==> src/rtl/regfile_wb_arbiter_if.sv <==
// Writeback bus between the two writeback sources, the arbiter and the regfile write port.
// The master side is the requesters plus regfile; the slave side is the arbiter.
interface regfile_wb_arbiter_if #(
    parameter int XLEN = 32,
    parameter int AW   = 5
);
    logic            p0_valid;
    logic            p0_ready;
    logic [AW-1:0]   p0_rd;
    logic [XLEN-1:0] p0_data;

    logic            p1_valid;
    logic            p1_ready;
    logic [AW-1:0]   p1_rd;
    logic [XLEN-1:0] p1_data;

    logic [AW-1:0]   rd_addr;
    logic [XLEN-1:0] w_data;
    logic            w_en;
    logic            pend_valid;
    logic [AW-1:0]   pend_rd;
    logic            starve_hit;

    modport master (
        output p0_valid, p0_rd, p0_data,
        output p1_valid, p1_rd, p1_data,
        input  p0_ready, p1_ready,
        input  rd_addr, w_data, w_en, pend_valid, pend_rd, starve_hit
    );

    modport slave (
        input  p0_valid, p0_rd, p0_data,
        input  p1_valid, p1_rd, p1_data,
        output p0_ready, p1_ready,
        output rd_addr, w_data, w_en, pend_valid, pend_rd, starve_hit
    );
endinterface

==> src/rtl/regfile_wb_arbiter.sv <==
// Shares the single regfile write port between the ALU (port 0) and load unit (port 1).
// Loads win by default; an ALU request refused MAX_WAIT cycles in a row is forced through.
module regfile_wb_arbiter #(
    parameter int XLEN     = 32,
    parameter int AW       = 5,
    parameter int MAX_WAIT = 3
) (
    input  logic                 clock,
    input  logic                 reset,
    regfile_wb_arbiter_if.slave  bus
);
    localparam logic [3:0] MAX_WAIT_C = 4'(MAX_WAIT);

    logic [3:0]      wait_cnt;
    logic            force0;
    logic            grant0;
    logic            grant1;
    logic            xfer;
    logic [AW-1:0]   sel_rd;
    logic [XLEN-1:0] sel_data;

    logic [AW-1:0]   rd_addr_q;
    logic [XLEN-1:0] w_data_q;
    logic            w_en_q;
    logic            starve_q;

    // Grants see only valids and the wait counter, never rd/data, and drop while reset is high.
    assign force0 = bus.p0_valid && (wait_cnt == MAX_WAIT_C);
    assign grant1 = !reset && bus.p1_valid && !force0;
    assign grant0 = !reset && bus.p0_valid && !grant1;
    assign xfer   = grant0 || grant1;

    assign bus.p0_ready = grant0;
    assign bus.p1_ready = grant1;

    // NOTE: every signal written in always_comb gets a default first so no latch is inferred.
    always_comb begin
        sel_rd   = bus.p0_rd;
        sel_data = bus.p0_data;
        if (grant1) begin
            sel_rd   = bus.p1_rd;
            sel_data = bus.p1_data;
        end
    end

    // NOTE: state uses non-blocking assignments so every flop samples pre-edge values.
    always_ff @(posedge clock or posedge reset) begin
        if (reset) begin
            wait_cnt  <= '0;
            rd_addr_q <= '0;
            w_data_q  <= '0;
            w_en_q    <= 1'b0;
            starve_q  <= 1'b0;
        end else begin
            if (bus.p0_valid && !grant0) begin
                wait_cnt <= (wait_cnt == MAX_WAIT_C) ? wait_cnt : wait_cnt + 4'd1;
            end else begin
                wait_cnt <= '0;
            end

            // A grant to x0 is consumed but never enables the write.
            w_en_q <= xfer && (sel_rd != '0);
            if (xfer) begin
                rd_addr_q <= sel_rd;
                w_data_q  <= sel_data;
            end

            starve_q <= grant0 && force0 && bus.p1_valid;
        end
    end

    assign bus.rd_addr    = rd_addr_q;
    assign bus.w_data     = w_data_q;
    assign bus.w_en       = w_en_q;
    assign bus.pend_valid = w_en_q;
    assign bus.pend_rd    = rd_addr_q;
    assign bus.starve_hit = starve_q;
endmodule
==> src/flat_wrapper.sv <==
// flat-port wrapper written by rule: the top's interface ports become plain ports
module regfile_wb_arbiter_flat 
#(
    parameter int XLEN     = 32,
    parameter int AW       = 5,
    parameter int MAX_WAIT = 3
)
  (clock, reset, bus_p0_valid, bus_p0_rd, bus_p0_data, bus_p1_valid, bus_p1_rd, bus_p1_data, bus_p0_ready, bus_p1_ready, bus_rd_addr, bus_w_data, bus_w_en, bus_pend_valid, bus_pend_rd, bus_starve_hit);
  regfile_wb_arbiter_if #(.XLEN(XLEN), .AW(AW)) bus_i ();
  input  logic clock;
  input  logic reset;
  input wire logic [$bits(bus_i.p0_valid)-1:0] bus_p0_valid;
  input wire logic [$bits(bus_i.p0_rd)-1:0] bus_p0_rd;
  input wire logic [$bits(bus_i.p0_data)-1:0] bus_p0_data;
  input wire logic [$bits(bus_i.p1_valid)-1:0] bus_p1_valid;
  input wire logic [$bits(bus_i.p1_rd)-1:0] bus_p1_rd;
  input wire logic [$bits(bus_i.p1_data)-1:0] bus_p1_data;
  output wire logic [$bits(bus_i.p0_ready)-1:0] bus_p0_ready;
  output wire logic [$bits(bus_i.p1_ready)-1:0] bus_p1_ready;
  output wire logic [$bits(bus_i.rd_addr)-1:0] bus_rd_addr;
  output wire logic [$bits(bus_i.w_data)-1:0] bus_w_data;
  output wire logic [$bits(bus_i.w_en)-1:0] bus_w_en;
  output wire logic [$bits(bus_i.pend_valid)-1:0] bus_pend_valid;
  output wire logic [$bits(bus_i.pend_rd)-1:0] bus_pend_rd;
  output wire logic [$bits(bus_i.starve_hit)-1:0] bus_starve_hit;
  assign bus_i.p0_valid = bus_p0_valid;
  assign bus_i.p0_rd = bus_p0_rd;
  assign bus_i.p0_data = bus_p0_data;
  assign bus_i.p1_valid = bus_p1_valid;
  assign bus_i.p1_rd = bus_p1_rd;
  assign bus_i.p1_data = bus_p1_data;
  assign bus_p0_ready = bus_i.p0_ready;
  assign bus_p1_ready = bus_i.p1_ready;
  assign bus_rd_addr = bus_i.rd_addr;
  assign bus_w_data = bus_i.w_data;
  assign bus_w_en = bus_i.w_en;
  assign bus_pend_valid = bus_i.pend_valid;
  assign bus_pend_rd = bus_i.pend_rd;
  assign bus_starve_hit = bus_i.starve_hit;
  regfile_wb_arbiter #(.XLEN(XLEN), .AW(AW), .MAX_WAIT(MAX_WAIT)) u_core (.clock(clock), .reset(reset), .bus(bus_i));
endmodule
==> config.mk <==
export PLATFORM = sky130hd
export DESIGN_NAME = regfile_wb_arbiter_flat
export DESIGN_NICKNAME = d
export VERILOG_FILES = /design/src/rtl/regfile_wb_arbiter_if.sv /design/src/rtl/regfile_wb_arbiter.sv /design/src/flat_wrapper.sv
export SDC_FILE = /design/constraint.sdc
export NUM_CORES = 1
export LEC_CHECK = 0
export CAP_MARGIN = 15
export CORE_ASPECT_RATIO = 0.75
export CORE_MARGIN = 2
export CORE_UTILIZATION = 40
export DETAILED_ROUTE_END_ITERATION = 10
export PLACE_DENSITY = 0.86
export RECOVER_POWER = 25
export SYNTH_ARGS = -nofsm -noshare
export SYNTH_HDL_FRONTEND = slang
export SYNTH_SLANG_ARGS = --single-unit
export TNS_END_PERCENT = 5
==> constraint.sdc <==
create_clock -name clock -period 3.3 [get_ports clock]
set_input_delay 0.33 -clock clock [delete_from_list [all_inputs] [get_ports clock]]
set_output_delay 0.33 -clock clock [all_outputs]
set_load 0.03 [all_outputs]
-- Yosys cells after proc, flatten, opt, wreduce, memory -nomap -nowiden
Index checks and enable logic that the tools add are counted.
- flip-flop bits (word level): 43
- input port bits: 78
- output and inout port bits: 47
- word-level logic and storage cells: 27
- add/sub/neg operators: 1
- muxes and demuxes: 4
- reduce and logical (&&, ||, !) cells: 15
- equal/unequal tests: 2
- operator list (operator ; count):
    two-way mux 32 bit ; 1
    logical AND 1 bit ; 9
    two-way mux 4 bit ; 2
    two-way mux 5 bit ; 1
    nonzero test 5 bit ; 1
    adder 4 x 1 -> 4 bit, second input constant ; 1
    equality test 4 x 2 -> 1 bit, second input constant ; 1
    logical NOT 1 bit ; 4
    != test 2 bit, second input constant ; 1
    logical OR 1 bit ; 1

-- Logic depth before layout (Yosys ltp)
Gate-level depths: netlist of the first run.
- depth in word-level cells: 9
- mapped depth: 6
- mapped depth without buffers: 5

-- Worst setup path before layout of the first run
OpenSTA, ideal clock, no wires.
- path kind: reg-to-output
- start point: register u_core.wait_cnt[0]
- end point: output bus_p0_ready
- buffers on the path: 1
- slack: 1721 ps
- arrival: 1249 ps
- data required time: 2970 ps
- cell stages (with the launch flop): 5
- cells stage by stage: dfrtp_1 -> ha_1 -> nand4bb_4 -> a21oi_2 -> buf_2
- cells in the longest elaborated chain, start to end: 6
- RTL lines (element ; RTL line ; RTL):
    start: declaration ; regfile_wb_arbiter.sv:14 ; logic [3:0] wait_cnt;
    start signal: assignment ; regfile_wb_arbiter.sv:56 ; wait_cnt <= (wait_cnt == MAX_WAIT_C) ? wait_cnt : wait_cnt + 4'd1;
    equality test 4 x 2 -> 1 bit ; regfile_wb_arbiter.sv:28 ; assign force0 = bus.p0_valid && (wait_cnt == MAX_WAIT_C);
    logical AND 1 bit ; regfile_wb_arbiter.sv:28 ;
    logical NOT 1 bit ; regfile_wb_arbiter.sv:29 ; assign grant1 = !reset && bus.p1_valid && !force0;
    logical AND 1 bit ; regfile_wb_arbiter.sv:29 ;
    logical NOT 1 bit ; regfile_wb_arbiter.sv:30 ; assign grant0 = !reset && bus.p0_valid && !grant1;
    logical AND 1 bit ; regfile_wb_arbiter.sv:30 ;
    end: declaration ; flat_wrapper.sv:18 ; output wire logic [$bits(bus_i.p0_ready)-1:0] bus_p0_ready;
No other way between the ends.

-- Final worst setup path of the first run
- start point: input bus_p0_valid
- end point: output bus_p0_ready
- cells in the longest elaborated chain, start to end: 5
- elaborated cells between the ends (all ways): 6
- those cells by class: reduce/logical: 6
- RTL lines (element ; RTL line ; RTL):
    start: declaration ; flat_wrapper.sv:12 ; input wire logic [$bits(bus_i.p0_valid)-1:0] bus_p0_valid;
    logical AND 1 bit ; regfile_wb_arbiter.sv:28 ;
    logical NOT 1 bit ; regfile_wb_arbiter.sv:29 ;
    logical AND 1 bit ; regfile_wb_arbiter.sv:29 ;
    logical NOT 1 bit ; regfile_wb_arbiter.sv:30 ;
    logical AND 1 bit (*) ; regfile_wb_arbiter.sv:30 ;
Every way passes the cells marked *; elsewhere a longest branch is shown, timed or not.

==> results of run 1 <==
==> how the worst min path moves through the flow <==
stage,startpoint,to,slack (ps),depth (start not counted)
floorplan,bus_p0_data[0],u_core.bus.w_data[0]$_DFFE_PP0P_,470,1
global placement,u_core.bus.w_data[22]$_DFFE_PP0P_,u_core.bus.w_data[22]$_DFFE_PP0P_,490,1
detailed placement,u_core.bus.w_data[2]$_DFFE_PP0P_,u_core.bus.w_data[2]$_DFFE_PP0P_,500,1
CTS,u_core.bus.w_data[2]$_DFFE_PP0P_,u_core.bus.w_data[2]$_DFFE_PP0P_,520,1
global route,u_core.bus.w_data[2]$_DFFE_PP0P_,u_core.bus.w_data[2]$_DFFE_PP0P_,530,1
finish,u_core.bus.w_data[2]$_DFFE_PP0P_,u_core.bus.w_data[2]$_DFFE_PP0P_,520,1
==> per-layer routing <==
| layer | up-vias | wire [microns] | track usage, % |
|---|---|---|---|
| met4 | 0 | 48 | 4.69 |
| met1 | 950 | 2610 | 27.0 |
| met2 | 99 | 2880 | 35.9 |
| met3 | 6 | 454 | 6.62 |
| met5 | - | 0 | 0 |
| li1 | 911 | - | - |
==> kinds of logic after synthesis <==
family                     after synthesis
AOI/OAI and AO/OA                       53
xor gates and xnor gates                 1
adders and majority gates                1
buffers and inverters                   25
DFF                                     43
and+or+nand+nor                         53
==> per-stage QoR <==
step	util [%]	instances	hold WS [ps]	worst slack (ps)	power, mW
final	68.4	348	518	787	1.51
after global routing	68.4	348	532	646	1.58
after floorplan	-	176	475	1720	0.927
after detailed placement	66.6	341	498	782	1.20
after global placement	66.6	341	493	814	1.19
after CTS	68.4	348	519	772	1.53
==> layout by cell type (no fill, tap or decap), drive strengths merged, types with 3 or more instances in the layout <==
cell type,synthesis,final
clkbuf,5,6
dfrtp,43,43
a31oi,4,4
inv,3,3
a221o,32,32
nand3,3,3
clkdlybuf4s50,0,122
o21ai,5,5
nor2,7,7
a21oi,6,6
and3,32,32
buf,17,4
==> worst reg2reg max path, delay by kind of cell, from the launching register on <==
family          cells  cell delay, ps
simple gates        2             450
fa+ha+maj           1             270
buf+inv             1             310
flops               1             390
compound gates      1             280
==> power by group through the flow <==
stage          combinational, mW  sequential (mW)  clock, mW
3_3_place_gp               0.543            0.644          0
4_1_cts                    0.552            0.638      0.334
5_1_grt                    0.577            0.646      0.361
3_5_place_dp               0.552            0.646          0
6_report                   0.548            0.639      0.326
2_1_floorplan              0.154            0.773          0
==> registers in the layout, indices dropped and copies added, names as in the netlist <==
name and count:
u_core.bus.pend_valid 1, u_core.wait_cnt 4, u_core.bus.pend_rd 5, u_core.bus.starve_hit 1, u_core.bus.w_data 32
==> cell type report <==
type                            instances  area (sq um)  area share [%]
Timing Repair Buffer                  127          1270            38.0
Inverter                                3          11.3           0.336
Clock buffer                            6          82.6            2.46
Sequential cell                        43          1080            32.1
Clock inverter                          1          5.00           0.149
Tap cell                               60          75.1            2.24
Multi-Input combinational cell        108           827            24.7
==> run_results.csv, run 1 <==
group,metric,value,unit
die,top_level_ports,125,
setup_path,crit_family,"buffers and inverters",
setup_path,slowest_delay,810,ps
drt,via_per_inst,5.65,
synthesis,synth_seq_area_share,52.8,%
synthesis,synthCells,176,
global_routing,antenna_found_initial,0,
synthesis,synthArstFlopShare,100,%
setup_path,ff2ff_setup_slack,1480,ps
outcome,status,"finished, violations left",
die,die_w,86.4,microns
die,die_h,65.8,microns
global_routing,grt_pass1_vias,1905,
placed_design,gp_congestion,0.793,
synthesis,yosysMostFrequentCell,"dfrtp_1",
cts,cts_buffer_depth,2,
synthesis,syn_area_per_cell,11.6,sq um
synthesis,synth_edf_count,0,
cts,clk_latency,280,ps
placed_design,dp_hpwl,4.33,mm
job,cap_viol_max_count,1,
drt,drc,0,
sta,max_freq,398,MHz
power,power_frac_seq,42.2,%
cts,htreeDepth,2,
cts,postCtsSetupBuffers,0,
die,coreArea,0.00490,sq mm
global_routing,grt_max_degree,44,
sta,rsz0062_at_grt,"false",
setup_path,critical_path_depth,5,
finish,syn_to_final_growth,64.5,%
synthesis,synth_top_area_share,52.8,%
power,p_comb_share,36.2,%
cts,cts_tree,"built",
setup_path,criticalPathCategory,"input pin to output pin",
setup_path,crit_chain,"clkdlybuf4s50_1 > o21bai_4 > a21oi_2 > buf_12 > buf_4",
power,clock_power_share,21.6,%
drt,ant_nets,0,
setup_path,critPathSlowestCell,"o21bai_4",
finish,fillCellCount,398,
setup_path,start_kind,"input pin",
setup_path,rr_endpoint,"u_core.bus.w_data[8]$_DFFE_PP0P_",
synthesis,synth_top_family_by_area,"compound AO/OA/AOI/OAI gates",
sta,relSlewSlack,-4.68,%
placed_design,io_buffers,124,
synthesis,yosys.area_share.simple,16.5,%
power,leakage,1.45,nW
die,die-area,0.00569,sq mm
global_routing,globalRouteTotalUtil,21.3,%
synthesis,synth_area_leader_cell,"dfrtp_1",
setup_path,worstSetupStartpoint,"bus_p0_valid",
synthesis,synth_compound_area_share,22.4,%
setup_path,worstPathMaxFanout,40,
power,powerDensity,452,mW/mm^2
cts,ctsResizeCount,0,
die,num_rows,22,
die,initial_core_util,41.6,%
sta,min_period,2510,ps
synthesis,ys_types,30,
synthesis,synthTopCellsByCount,"dfrtp_1 (43), a221o_1 (32), and3_1 (32)",
sta,finalSetupViolations,0,
finish,stdcell_area,0.00335,sq mm
sta,finalSetupTns,0,ps
synthesis,ys_top_cells_by_area,"dfrtp_1 (53%), a221o_1 (16%), and3_1 (9.8%)",
setup_path,critPathArrivalTime,2180,ps
placed_design,detailed_place.area,0.00326,sq mm
synthesis,yosys_register_bits,43,
drt,drtIter0Drc,140,
worst_hold_path,hp-class,"flop to flop",
setup_path,endpoint_kind,"output pin",
drt,wirelength,5.98,mm
synthesis,synth_fp_nets,255,
synthesis,synth_top_flop_cell,"dfrtp_1",
global_routing,overflow,0,
finish,nNetsFinal,367,
power,p_sw,0.480,mW
drt,drt-pass1-iter-count,4,
cts,cts.clk_slew.worst_paths,80,ps
setup_path,required,2970,ps
drt,wire_per_inst,17.2,microns
finish,layout-drive-gt1-share,5.56,%
cts,clock-sinks,43,
setup_path,reg2reg_depth,5,
sta,skew,9.28,ps
sta,fin_crit_sh,76.2,%
synthesis,mappedNetlistArea,0.00204,sq mm
global_routing,grt_pass1_wl,9.25,mm
power,power.internal,1.03,mW
sta,hold_viol_final,0,
setup_path,regToRegStartpoint,"u_core.wait_cnt[0]$_DFFE_PP0P_",
synthesis,synth-xor-area-share,0.430,%
finish,insertedDiodeCount,0,
sta,slew_violations,44,
cts,cts_root_buf,"clkbuf_8",
synthesis,synthMuxAreaShare,0,%
cts,hold_buffers,0,
sta,worst_pin_slew,1570,ps
synthesis,synthAdderAreaFrac,0.614,%
synthesis,ys.warnings.count,0,
power,netSwitchingFraction,31.7,%
cts,numCtsBuffers,5,
outcome,violations,"max-capacitance violations, max-slew violations",
setup_path,worstSetupEndpoint,"bus_p0_ready",
drt,vias,1966,
power,ir_worst_vdd,0.000212,V
setup_path,crit_buf_inv,3,
(Power assumes the default switching activity.)
==> run 2: changes to the inputs <==
--- a/config.mk
+++ b/config.mk
@@ -8,9 +8,9 @@
 export CAP_MARGIN = 15
 export CORE_ASPECT_RATIO = 0.75
 export CORE_MARGIN = 2
-export CORE_UTILIZATION = 40
+export CORE_UTILIZATION = 37
 export DETAILED_ROUTE_END_ITERATION = 10
-export PLACE_DENSITY = 0.86
+export PLACE_DENSITY = 0.8
 export RECOVER_POWER = 25
 export SYNTH_ARGS = -nofsm -noshare
 export SYNTH_HDL_FRONTEND = slang
==> constraint.sdc (replaced) <==
create_clock -name clock -period 2.4 [get_ports clock]
set_input_delay 0.24 -clock clock [delete_from_list [all_inputs] [get_ports clock]]
set_output_delay 0.24 -clock clock [all_outputs]
set_load 0.03 [all_outputs]
==> run 2 against run 1 <==
  * The flow now finishes without violations
  * Die area up 7.7%
  * Sequential share of layout area down 0.23 points
  * First-iteration DRC count down 39%
  * Via count unchanged
  * Clock power up 27%
  * Critical endpoint is now bus_p1_ready
  * Total power up 35%
  * Clock skew down 7.2 ps
  * Wire length down 0.72%
  * Count of clock-buffer cells in the layout unchanged
==> run_results.csv, run 2 (synthesized netlist as in run 1, its figures left out) <==
group,metric,value,unit
outcome,status,"completed",
setup_path,endpoint_kind,"output pin",
sta,min_period,2090,ps
finish,syn_to_final_growth,65.7,%
drt,wire_per_inst,16.2,microns
die,die-area,0.00612,sq mm
cts,cts.clk_slew.worst_paths,70,ps
drt,drtIter0Drc,86,
sta,hold_viol_final,0,
drt,drt-pass1-iter-count,4,
setup_path,crit_top_cell,"buf_4",
finish,finish.utilization,63.4,%
power,total_power,2.04,mW
placed_design,post-place-ws,294,ps
power,clock_power_share,20.3,%
power,netSwitchingFraction,31.9,%
drt,wirelength,5.94,mm
drt,ant_nets,0,
placed_design,numPlacedInstances,361,
setup_path,rr_endpoint,"u_core.bus.w_data[23]$_DFFE_PP0P_",
drt,vias,1966,
global_routing,grt_pass1_wl,9.11,mm
die,top_level_ports,125,
job,cap_viol_max_count,0,
cts,cts_root_buf,"clkbuf_8",
cts,cts_tree,"built",
power,p_comb_share,36.9,%
die,initial_core_util,38.3,%
sta,worst_pin_slew,665,ps
die,die_h,68.3,microns
setup_path,start_kind,"flop",
placed_design,detailed_place.area,0.00332,sq mm
die,die_w,89.7,microns
drt,wl_met3,591,microns
placed_design,gp_congestion,0.768,
drt,topRoutingLayerUsed,"met4",
finish,stdcell_area,0.00337,sq mm
sta,whs,513,ps
cts,htreeDepth,2,
placed_design,io_buffers,124,
sta,fin_crit_sh,87.1,%
sta,slew_violations,0,
global_routing,grt_max_degree,28,
setup_path,regToRegStartpoint,"u_core.wait_cnt[0]$_DFFE_PP0P_",
drt,wl_met1,2.56,mm
cts,postCtsSetupBuffers,0,
finish,insertedDiodeCount,0,
worst_hold_path,hp-class,"flop to flop",
setup_path,reg2reg_depth,5,
worst_hold_path,hold_path_depth,1,
power,leakage,1.46,nW
placed_design,dp_hpwl,4.53,mm
global_routing,antenna_found_initial,0,
setup_path,required,2160,ps
finish,layout-drive-gt1-share,7.19,%
cts,clock-sinks,43,
die,coreArea,0.00532,sq mm
power,p_sw,0.653,mW
setup_path,criticalPathCategory,"flop to output pin",
cts,hold_buffers,0,
cts,ctsResizeCount,0,
drt,via_per_inst,5.36,
sta,max_freq,478,MHz
sta,relSlewSlack,55.6,%
power,ir_worst_vdd,0.000278,V
worst_hold_path,whs_endpoint,"u_core.bus.w_data[27]$_DFFE_PP0P_",
setup_path,ff2ff_setup_slack,580,ps
setup_path,worstPathMaxFanout,25,
sta,rsz0062_at_grt,"false",
finish,layout_common_cells,"clkdlybuf4s50_1 (121), dfrtp_1 (43), and3_1 (32), a221o_1 (32), buf_4 (9)",
finish,layout.cells.non_filler,367,
cts,cts_buffer_depth,2,
finish,largest_register_ffs,32,
finish,nNetsFinal,372,
drt,drc,0,
sta,finalSetupTns,0,ps
sta,finalSetupViolations,0,
setup_path,slowest_delay,400,ps
power,power_frac_seq,42.8,%
power,power.internal,1.39,mW
worst_hold_path,hp-start,"u_core.bus.w_data[27]$_DFFE_PP0P_",
setup_path,crit_chain,"ha_1 > nand4bb_4 > buf_4 > nand2_1 > inv_1 > buf_4",
die,num_rows,23,
global_routing,grt_pass1_vias,1841,
global_routing,globalRouteTotalUtil,20.1,%
setup_path,critPathSlowestCell,"dfrtp_1",
finish,final_common_cell,"clkdlybuf4s50_1",
drt,wl_met2,2.71,mm
cts,clk_latency,290,ps
power,powerDensity,606,mW/mm^2
global_routing,overflow,0,
sta,finalWorstSetupSlack,309,ps
cts,numCtsBuffers,5,
setup_path,critPathArrivalTime,1850,ps
sta,skew,2.10,ps
## run 2: cell count changes in the layout (fill, tap and decap cells not counted)
| cell | delta |
|---|---|
| and4bb_1 | -1 |
| and4bb_2 | +1 |
| buf_12 | -1 |
| buf_4 | +6 |
| clkbuf_1 | +1 |
| clkbuf_2 | +1 |
| clkbuf_8 | -1 |
| clkdlybuf4s50_1 | -1 |
| clkinv_2 | -1 |
## run 2: metal layers
layer / global-route usage [%] / vias up
li1: - / 916
met1: 25.8 / 940
met2: 32.4 / 100
met3: 6.51 / 10
met4: 5.60 / 0
met5: 0 / -
## run 2: power groups by stage
stage	Clock, mW	Combinational [mW]	Sequential (mW)
4_1_cts	0.429	0.766	0.875
3_3_place_gp	0	0.754	0.887
6_report	0.415	0.755	0.874
5_1_grt	0.462	0.803	0.887
3_5_place_dp	0	0.765	0.887
2_1_floorplan	0	0.212	1.06
## run 2: cell type report
type                            count  area [sq um]
Fill cell                         426          1950
Inverter                            3          11.3
Sequential cell                    43          1080
Multi-Input combinational cell    108           827
Tap cell                           75          93.8
Timing Repair Buffer              132          1290
Clock buffer                        6          72.6
## run 2: worst max path at each step
stage                                         from                                 to  slack [ps]  cells past startpoint
CTS                 u_core.wait_cnt[0]$_DFFE_PP0P_                       bus_p1_ready         330                      6
global route        u_core.wait_cnt[0]$_DFFE_PP0P_                       bus_p1_ready         190                      6
finish              u_core.wait_cnt[0]$_DFFE_PP0P_                       bus_p1_ready         310                      6
floorplan           u_core.wait_cnt[0]$_DFFE_PP0P_  u_core.bus.w_data[22]$_DFFE_PP0P_         880                      6
detailed placement                    bus_p0_valid  u_core.bus.w_data[16]$_DFFE_PP0P_         290                      5
global placement                      bus_p0_valid  u_core.bus.w_data[21]$_DFFE_PP0P_         360                      5
## run 2: critical path, delay by kind of cell, from the launching register on
family / cells / cell delay, ps
flops: 1 / 400
simple gates: 2 / 360
fa+ha+maj: 1 / 280
buf+inv: 3 / 520
==> run 3: changes to the inputs <==
--- a/config.mk
+++ b/config.mk
@@ -10,6 +10,7 @@
 export CORE_MARGIN = 2
 export CORE_UTILIZATION = 37
 export DETAILED_ROUTE_END_ITERATION = 10
+export GPL_TIMING_DRIVEN = 0
 export PLACE_DENSITY = 0.8
 export RECOVER_POWER = 25
 export SYNTH_ARGS = -nofsm -noshare
==> run 3 against run 2 <==
  * Final cell count up 4.4%
  * First-iteration DRC count up 9.3%
  * Clock power increased by 6.0%
  * Non-clock buffer count grew 14
  * Via count is essentially flat
  * Clock skew rose by 1.3 ps
  * Count of clock-buffer cells in the layout increased by 1
  * Wire length rose by 1.7%
  * Critical path type is now input pin to output pin
  * Critical endpoint unchanged
  * Largest cell class unchanged
  * Largest power group unchanged
==> run_results.csv, run 3 (synthesized netlist as in run 1, its figures left out) <==
group,metric,value,unit
cts,htreeDepth,2,
sta,worst_pin_slew,896,ps
sta,finalSetupViolations,0,
global_routing,overflow,0,
power,p_sw,0.673,mW
drt,drc,0,
cts,cts.clk_slew.worst_paths,80,ps
setup_path,slowest_delay,650,ps
setup_path,required,2160,ps
sta,max_freq,454,MHz
drt,via_per_inst,5.13,
cts,clock-sinks,43,
global_routing,grt_max_degree,44,
finish,final_common_cell,"clkdlybuf4s50_1",
setup_path,endpoint_kind,"output pin",
setup_path,start_kind,"input pin",
worst_hold_path,hp-class,"flop to flop",
job,cap_viol_max_count,0,
placed_design,detailed_place.area,0.00337,sq mm
setup_path,critPathSlowestCell,"dlygate4sd3_1",
power,leakage,1.52,nW
drt,wirelength,6.04,mm
sta,hold_viol_final,0,
setup_path,crit_chain,"dlygate4sd3_1 > nor2b_2 > buf_2 > nand2_1 > inv_1 > dlygate4sd2_1",
power,ir_worst_vdd,0.000310,V
finish,stdcell_area,0.00346,sq mm
sta,rsz0062_at_grt,"false",
setup_path,criticalPathCategory,"input pin to output pin",
die,die-area,0.00612,sq mm
setup_path,critPathArrivalTime,1960,ps
placed_design,io_buffers,124,
cts,cts_root_buf,"clkbuf_8",
placed_design,dp_hpwl,4.53,mm
setup_path,worstPathMaxFanout,10,
power,powerDensity,604,mW/mm^2
finish,insertedDiodeCount,0,
sta,min_period,2200,ps
cts,cts_buffer_depth,2,
power,power_frac_seq,41.8,%
global_routing,globalRouteTotalUtil,20.3,%
sta,relSlewSlack,40.2,%
sta,fin_crit_sh,91.7,%
die,top_level_ports,125,
placed_design,gp_congestion,0.799,
die,die_w,89.7,microns
drt,drtIter0Drc,94,
power,p_comb_share,37.1,%
global_routing,grt_pass1_vias,1934,
die,die_h,68.3,microns
drt,drt-pass1-iter-count,4,
power,netSwitchingFraction,32.2,%
die,coreArea,0.00532,sq mm
cts,cts_tree,"built",
cts,postCtsSetupBuffers,0,
power,clock_power_share,21.1,%
finish,nNetsFinal,386,
finish,largest_register_ffs,32,
finish,layout-drive-gt1-share,9.74,%
die,num_rows,23,
power,power.internal,1.41,mW
finish,syn_to_final_growth,69.7,%
drt,ant_nets,0,
sta,whs,513,ps
sta,slew_violations,0,
cts,numCtsBuffers,5,
finish,finish.utilization,64.9,%
finish,layout_common_cells,"clkdlybuf4s50_1 (121), dfrtp_1 (43), and3_1 (32), a221o_1 (32), buf_4 (8)",
die,initial_core_util,38.3,%
sta,skew,3.43,ps
global_routing,grt_pass1_wl,9.45,mm
sta,finalSetupTns,0,ps
cts,clk_latency,290,ps
outcome,status,"completed",
global_routing,antenna_found_initial,0,
drt,wire_per_inst,15.8,microns
drt,vias,1965,
## run 3: power by group through the flow
stage	combinational [mW]	clock, mW	sequential (mW)
floorplan	0.212	0	1.06
global placement	0.771	0	0.884
detailed placement	0.781	0	0.885
CTS	0.782	0.453	0.872
global route	0.825	0.488	0.884
finish	0.775	0.440	0.873
## run 3: timing repair
| item | 4_1_cts | 5_1_grt |
|---|---|---|
| gates resized for setup | 4 | 2 |
| setup endpoints to repair | 2 | 1 |
| hold buffers | 0 | 0 |
## run 3: critical path, delay by kind of cell
| kind | cells | cell delay (ps) |
|---|---|---|
| and+or+nand+nor | 2 | 340 |
| buffers and inverters | 4 | 1400 |
## run 3: path summary, 6_finish.rpt
check,to,start,cells after the start,slack (ps)
worst max-delay path,bus_p1_ready,reset,6,200
worst max register to register,u_core.bus.w_data[4]$_DFFE_PP0P_,u_core.wait_cnt[0]$_DFFE_PP0P_,5,710
max in group asynchronous,u_core.bus.w_data[28]$_DFFE_PP0P_,reset,2,1100
worst min register to register,u_core.bus.w_data[28]$_DFFE_PP0P_,u_core.bus.w_data[28]$_DFFE_PP0P_,1,510
min in group asynchronous,u_core.bus.starve_hit$_DFF_PP0_,reset,2,740
worst min-delay path,u_core.bus.w_data[28]$_DFFE_PP0P_,u_core.bus.w_data[28]$_DFFE_PP0P_,1,510
## run 3: final cells by class
class | count | area (sq um)
repair buffers | 124 | 1230
clock inverters | 1 | 5.00
clock buffers | 7 | 76.3
flip-flops and latches | 43 | 1080
fillers | 430 | 1870
multi-input cells | 108 | 823
well taps | 75 | 93.8
plain buffers | 22 | 136
inverters | 3 | 11.3
## run 3: metrics by stage
step	std cells	total power [mW]	setup slack, ps
floorplan	176	1.27	878
CTS	383	2.11	70.4
finish	383	2.09	198
global placement	375	1.65	-228
global route	383	2.20	73.7
detailed placement	375	1.67	-240
## run 3: metal layers
metal	GRT usage (%)	vias up	share of wire [%]
met5	0	-	0
met3	5.79	4	8.6
met1	27.5	932	44
met4	3.73	0	0.60
met2	32.9	84	46
li1	-	945	-
